File: src/rtl/if_fetch_unit.sv
// Instruction-fetch stage: owns the PC, issues req/ack fetches to instruction memory,
// holds a fetched word across pipeline stalls and redirects on taken branches.
module if_fetch_unit #(
    parameter logic [31:0] RESET_PC = 32'h0000_0000
) (
    input  logic        clk_i,
    input  logic        rst_i,
    input  logic        start_i,
    input  logic        stall_i,
    input  logic        MemStall_i,
    input  logic        branch_i,
    input  logic [31:0] branch_target_i,
    output logic        imem_req_o,
    output logic [31:0] imem_addr_o,
    input  logic        imem_ack_i,
    input  logic [31:0] imem_data_i,
    output logic [31:0] instr_o,
    output logic [31:0] PC_o
);

    typedef enum logic [1:0] {
        S_IDLE,
        S_REQ,
        S_HOLD,
        S_DRAIN
    } state_t;

    state_t      state_q, state_d;
    logic [31:0] pc_q, pc_d;
    logic [31:0] hold_q, hold_d;
    logic [31:0] addr_q, addr_d;
    logic        advance;

    assign advance = ~stall_i & ~MemStall_i;

    // Request and address depend on registered state only, never on imem_ack_i.
    assign imem_req_o  = (state_q == S_REQ) || (state_q == S_DRAIN);
    assign imem_addr_o = (state_q == S_DRAIN) ? addr_q : pc_q;

    always_comb begin
        instr_o = 32'h0;
        PC_o    = 32'h0;
        if (!branch_i) begin
            if (state_q == S_REQ && imem_ack_i) begin
                instr_o = imem_data_i;
                PC_o    = pc_q;
            end else if (state_q == S_HOLD) begin
                instr_o = hold_q;
                PC_o    = pc_q;
            end
        end
    end

    always_comb begin
        state_d = state_q;
        pc_d    = pc_q;
        hold_d  = hold_q;
        addr_d  = addr_q;
        unique case (state_q)
            S_IDLE: begin
                if (branch_i)     pc_d    = branch_target_i;
                else if (start_i) state_d = S_REQ;
            end
            S_REQ: begin
                if (branch_i) begin
                    pc_d = branch_target_i;
                    if (!imem_ack_i) begin
                        // keep presenting the abandoned address until memory answers
                        addr_d  = pc_q;
                        state_d = S_DRAIN;
                    end
                end else if (imem_ack_i) begin
                    if (advance) begin
                        pc_d = pc_q + 32'd4;
                    end else begin
                        hold_d  = imem_data_i;
                        state_d = S_HOLD;
                    end
                end
            end
            S_HOLD: begin
                if (branch_i) begin
                    pc_d    = branch_target_i;
                    state_d = S_REQ;
                end else if (advance) begin
                    pc_d    = pc_q + 32'd4;
                    state_d = S_REQ;
                end
            end
            S_DRAIN: begin
                if (branch_i)        pc_d    = branch_target_i;
                else if (imem_ack_i) state_d = S_REQ;
            end
            default: state_d = S_IDLE;
        endcase
    end

    always_ff @(posedge clk_i or negedge rst_i) begin
        if (!rst_i) begin
            state_q <= S_IDLE;
            pc_q    <= RESET_PC;
            hold_q  <= 32'h0;
            addr_q  <= 32'h0;
        end else begin
            state_q <= state_d;
            pc_q    <= pc_d;
            hold_q  <= hold_d;
            addr_q  <= addr_d;
        end
    end

endmodule
File: config.mk
export PLATFORM = sky130hd
export DESIGN_NAME = if_fetch_unit
export DESIGN_NICKNAME = d
export VERILOG_FILES = /design/src/rtl/if_fetch_unit.sv
export SDC_FILE = /design/constraint.sdc
export NUM_CORES = 1
export LEC_CHECK = 0
export CAP_MARGIN = 0
export CORE_UTILIZATION = 44
export DETAILED_ROUTE_END_ITERATION = 8
export HOLD_SLACK_MARGIN = 0.08
export PLACE_DENSITY = 0.83
export SETUP_SLACK_MARGIN = 0.05
export SLEW_MARGIN = 20
export SYNTH_ARGS = -nofsm -noshare
export SYNTH_HDL_FRONTEND = slang
export SYNTH_SLANG_ARGS = --single-unit
File: constraint.sdc
create_clock -name clk_i -period 2.3 [get_ports clk_i]
set_input_delay 0.345 -clock clk_i [delete_from_list [all_inputs] [get_ports clk_i]]
set_output_delay 0.345 -clock clk_i [all_outputs]
set_load 0.005 [all_outputs]
======== Yosys cells after proc, flatten, opt, wreduce, memory -nomap -nowiden ========
Cells that the tools add are included.
W data, S select, Z words.
storage, ports and cells
  register bits after elaboration ......... 98
  logic and storage cells ................. 55
  output and inout port bits .............. 97
  bits of input ports ..................... 71
operators by class
  muxes and demuxes ....................... 24
  reduce and logical (&&, ||, !) cells .... 8
  add/sub/neg operators ................... 1
  bitwise gates (word level) .............. 6
  equality and inequality tests ........... 12
operator list
  cell                     number
  $mux W32                 12
  $pmux W32 S3             1
  $add A32 B3 Y32 const B  1
  $mux W2                  10
  $ne A3 B3 Y1 const B     4
  $ne A2 B2 Y1 const B     4
  $pmux W2 S4              1
  $reduce_and A8 Y1        1
  $not A1 Y1               5
  $eq A2 B2 Y1 const B     2
  $reduce_and A4 Y1        1
  $reduce_and A3 Y1        1
  $eq A2 B1 Y1 const B     1
  $logic_not A2 Y1         1
  $ne A2 B1 Y1 const B     1
  $reduce_and A2 Y1        1
  $reduce_or A2 Y1         1
  $and A1 B1 Y1            1
  $logic_and A1 B1 Y1      1
  $logic_or A1 B1 Y1       1

======== Depth between registers and ports, before layout ========
  depth in word-level cells ............... 6
  mapped depth ............................ 10
  gate-level depth less buffers ........... 7

======== Worst setup path after synthesis ========
No wires, ideal clock.
  path type ............................... register to output
  from .................................... reg state_q[1]
  to ...................................... out PC_o[19]
  data required time ...................... 1,955 ps
  cell stages (with the launch flop) ...... 11
  arrival ................................. 1,909 ps
  slack ................................... 46 ps
  path through ............................ dfrtp_1 > inv_1 > ha_1 > clkbuf_1 > and2_1 > clkbuf_1 > nor2_1 > nor2_1 > clkbuf_1 > clkbuf_1 > and2_1
between the ends
  cells in the longest elaborated chain, start to end .. 4
ends and longest elaborated chain
  what                                                    RTL line  source
  from (decl)                                             28        state_t state_q, state_d;
  from (signal assigned)                                  105       state_q <= state_d;
  $eq A2 B2 Y1 / $eq A2 B1 Y1 (equally long branches)     47, 44
  $mux W32 / $logic_and A1 B1 Y1 (equally long branches)  47, 44
  $mux W32 (*)                                            44        if (state_q == S_REQ && imem_ack_i) begin
  $mux W32 (*)                                            43        if (!branch_i) begin
  to (decl)                                               18        output logic [31:0] PC_o
Mark *: on every way between the ends. The rest lies on a longest branch, timed or not.

======== Worst setup path in the final report ========
  from .................................... reg state_q[1]
  to ...................................... out imem_addr_o[15]
between the ends
  cells in the longest elaborated chain, start to end .. 2
ends and longest elaborated chain
  what          RTL line  source
  $eq A2 B2 Y1  38        assign imem_addr_o = (state_q == S_DRAIN) ? addr_q : pc_q;
  $mux W32      38
  to (decl)     14        output logic [31:0] imem_addr_o,
Every way passes these cells.

==> qor.tcl <==
set qor(yosys_warnings) 0
set qor(routed_wirelength_um) 18560
set qor(globalRouteMet3Util) 0.04722
set qor(place_hpwl_um) 11950
set qor(die_height_um) 116.5
set qor(netlist_area_um2) 5768
set qor(postSynth.topFlopCell) {sky130_fd_sc_hd__dfrtp_1}
set qor(drt-wirelength-per-cell_um) 19.15
set qor(hold_violations) 0
set qor(ant_nets) 0
set qor(cp.required_ps) 1960
set qor(global_route.usage.met2) 0.4359
set qor(relSlewSlack) 0.6421
set qor(finalSetupViolations) 46
set qor(final_nets) 872
set qor(timing.final.ws_setup_ps) -183.8
set qor(avgViaCountPerCell) 5.865
set qor(total_power_mw) 9.810
set qor(die_width_um) 116.5
set qor(peakVddDrop_mv) 0.6518
set qor(min_period_over_period) 1.080
set qor(clock_tree.root_cell) {sky130_fd_sc_hd__clkbuf_16}
set qor(top_fanout_value_on_the_critical_path) 28
set qor(syn_avg_cell_area_um2) 9.503
set qor(later_pin_clock_latency_in_the_skew_report_ps) 340
set qor(synth_top_area_frac) 0.4252
set qor(critical_path.endpoint_type) {primary output}
set qor(cts.reportedPaths.clkPinSlew_ps) 60
set qor(routed-via-count) 5683
set qor(fin_cells) 969
set qor(global_route.peak_usage_layer) {met2}
set qor(synthXorXnorAreaFrac) 0.007592
set qor(first_iter_violations) 441
set qor(drt_first_pass_iters) 7
set qor(number_of_antenna_violations_at_the_first_check_in_global_routing) 0
set qor(maxCapViolations) 0
set qor(global_route_wire_length_before_repair_um) 27840
set qor(global_route.usage.met1) 0.3392
set qor(period_needed_ps) 2484
set qor(portBuffers) 167
set qor(drc_errors) 0
set qor(initial_utilization) 0.4534
set qor(synthesis.nets) 683
set qor(static-leakage-power_nw) 3.791
set qor(antenna_cells_inserted) 0
set qor(main_combinational_cell_family_by_area_after_synthesis) {simple AND/OR/NAND/NOR gates}
set qor(leading_cell_types_by_total_area_after_synthesis) {sky130_fd_sc_hd__dfrtp_1 43%, sky130_fd_sc_hd__mux2_2 18%, sky130_fd_sc_hd__a21oi_1 4.5%, sky130_fd_sc_hd__nand2_1 4.4%, sky130_fd_sc_hd__nand3_1 4.2%}
set qor(i_o_pin_count) 168
set qor(outcome) {finished with violations}
set qor(cts-htree-levels) 3
set qor(hold_class) {in2async}
set qor(path_class) {reg2out}
set qor(design.die.area_um2) 13570
set qor(detailedPlace.worstSlack_ps) -186.0
set qor(cts_tree) {built}
set qor(maxClockFrequency_mhz) 402.6
set qor(cp_data_arrival_time_ps) 2140
set qor(rsz0062_at_grt) {yes}
set qor(yosys.area_share.simple) 0.2087
set qor(clock_skew_ps) 4.943
set qor(postSynthRegisterBits) 98
set qor(mostFrequentLayoutCell) {sky130_fd_sc_hd__dfrtp_1}
set qor(area_growth_pct) 47.64
set qor(cts_max_path_buffers) 2
set qor(gr-total-overflow) 0
set qor(synthDominantAreaCellType) {sky130_fd_sc_hd__dfrtp_1}
set qor(post_cts_hold_buffer_count) 0
set qor(timing_worst_slew_pin_value_ps) 536.9
set qor(utilization) 0.6694
set qor(rows) 41
set qor(number_of_global_route_vias_before_repair) 5569
set qor(coreArea_um2) 12720
set qor(netlist-cell-type-count) 58
set qor(synthCells) 607
set qor(synth-seq-area-share) 0.4252
set qor(cts_sinks) 98
set qor(cp-start-kind) {register}
set qor(total_cts_buffers) 9
set qor(synthMuxAreaShare) 0.1833
set qor(gp_congestion) 0.9204
set qor(adder_cell_share_of_the_synthesized_area) 0.01085
set qor(placed_cells_incl_taps) 932
set qor(synth_edf_count) 0
set qor(grt_use_total) 0.2675
set qor(synth_compound_area_frac) 0.1228
set qor(synth-async-reset-ratio) 1.000
set qor(grt_max_degree) 99
set qor(timing.final.max_slew_violations) 0
set qor(drive_gt1_frac) 0.3425
set qor(failed_checks) {setup timing}
set qor(power.density_cell_area_nw_per_um2) 1152
set qor(most-common-layout-cells) {97 x sky130_fd_sc_hd__dfrtp_1, 94 x sky130_fd_sc_hd__clkdlybuf4s50_1, 93 x sky130_fd_sc_hd__mux2_2}
[routing by layer]
metal,share of wire,wire (um)
met2,0.50,9187
met1,0.40,7354
met5,0,0
met3,0.071,1309
met4,0.038,705
[where the power goes]
group	switching, mW	internal (mW)	total, mW
registers	0.750	2.50	3.25
clock network	0.624	0.738	1.36
logic	2.24	2.96	5.19
[metrics by stage]
| stage | setup TNS (ps) | cell area (um^2) | hold WS, ps |
|---|---|---|---|
| floorplan | 0 | 5769 | 49.41 |
| global placement | -5043 | 7830 | 438.3 |
| detailed placement | -6118 | 7830 | 445.7 |
| CTS | -5838 | 8357 | 86.39 |
| global route | -6853 | 8516 | 90.98 |
| finish | -5137 | 8516 | 56.29 |
[worst paths after layout]
| kind | end | cells past startpoint | start | slack (ps) |
|---|---|---|---|---|
| hold reg to reg | addr_q[22]$_DFFE_PN0P_ | 2 | addr_q[22]$_DFFE_PN0P_ | 480 |
| min in group clk_i | addr_q[22]$_DFFE_PN0P_ | 2 | addr_q[22]$_DFFE_PN0P_ | 480 |
| max in group asynchronous | state_q[0]$_DFFE_PN0P_ | 2 | rst_i | 1830 |
| setup / recovery | imem_addr_o[15] | 5 | state_q[1]$_DFFE_PN0P_ | -180 |
| hold / removal | addr_q[11]$_DFFE_PN0P_ | 2 | rst_i | 60 |
| setup reg to reg | pc_q[7]$_DFFE_PN0P_ | 8 | state_q[1]$_DFFE_PN0P_ | 180 |
[flip-flops by register name (all words and copies together), names as in the netlist]
register  flops
addr_q       32
state_q       2
hold_q       32
pc_q         32
[worst max-delay path, stage by stage, from the launching register on]
cell and delay (ps):
sky130_fd_sc_hd__dfrtp_1 380, sky130_fd_sc_hd__buf_4 160, sky130_fd_sc_hd__ha_2 220, sky130_fd_sc_hd__buf_12 190, sky130_fd_sc_hd__mux2_2 360, sky130_fd_sc_hd__clkdlybuf4s50_1 450
[what timing repair did]
action                                  4_1_cts  5_1_grt
pin swaps                                     2        2
endpoints found under the setup margin       97       74
gates resized for setup                     207       87
setup buffers                                18        9
gates cloned                                  3        1
[synthesized netlist by cell type (all sizes together), types with 2 or more instances]
cell type  number
a211oi          2
a21o            2
a21oi          52
a22oi           8
a31oi           7
a32oi           2
a41oi           2
and2           31
and3            6
and4            4
buf             9
clkbuf         42
dfrtp          98
ha              5
inv             7
mux2           93
nand2          69
nand3          51
nand4          10
nor2           20
nor3           16
nor4            8
o21ai          32
o22ai           5
or2             3
or3             2
xnor2           3
xor2            2
[layout make-up]
cell class,instances,area (um^2)
multi-input combinational,450,3214
inverter,8,30.03
clock buffer,11,242.7
fill,951,4207
sequential,98,2454
timing repair buffer,229,2355
tap,172,215.2
clock inverter,1,5.005
[cell families (layout without fill, tap and decap cells)]
group	count (synthesis)	in the layout
XOR/XNOR	5	5
multiplexers	94	94
buffers and inverters	59	249
flip-flops	98	98
adder cells (fa/ha/maj)	5	5
AND/OR/NAND/NOR	225	225
AO/OA/AOI/OAI	121	121
Note: power is estimated with default switching activity, not from simulation.
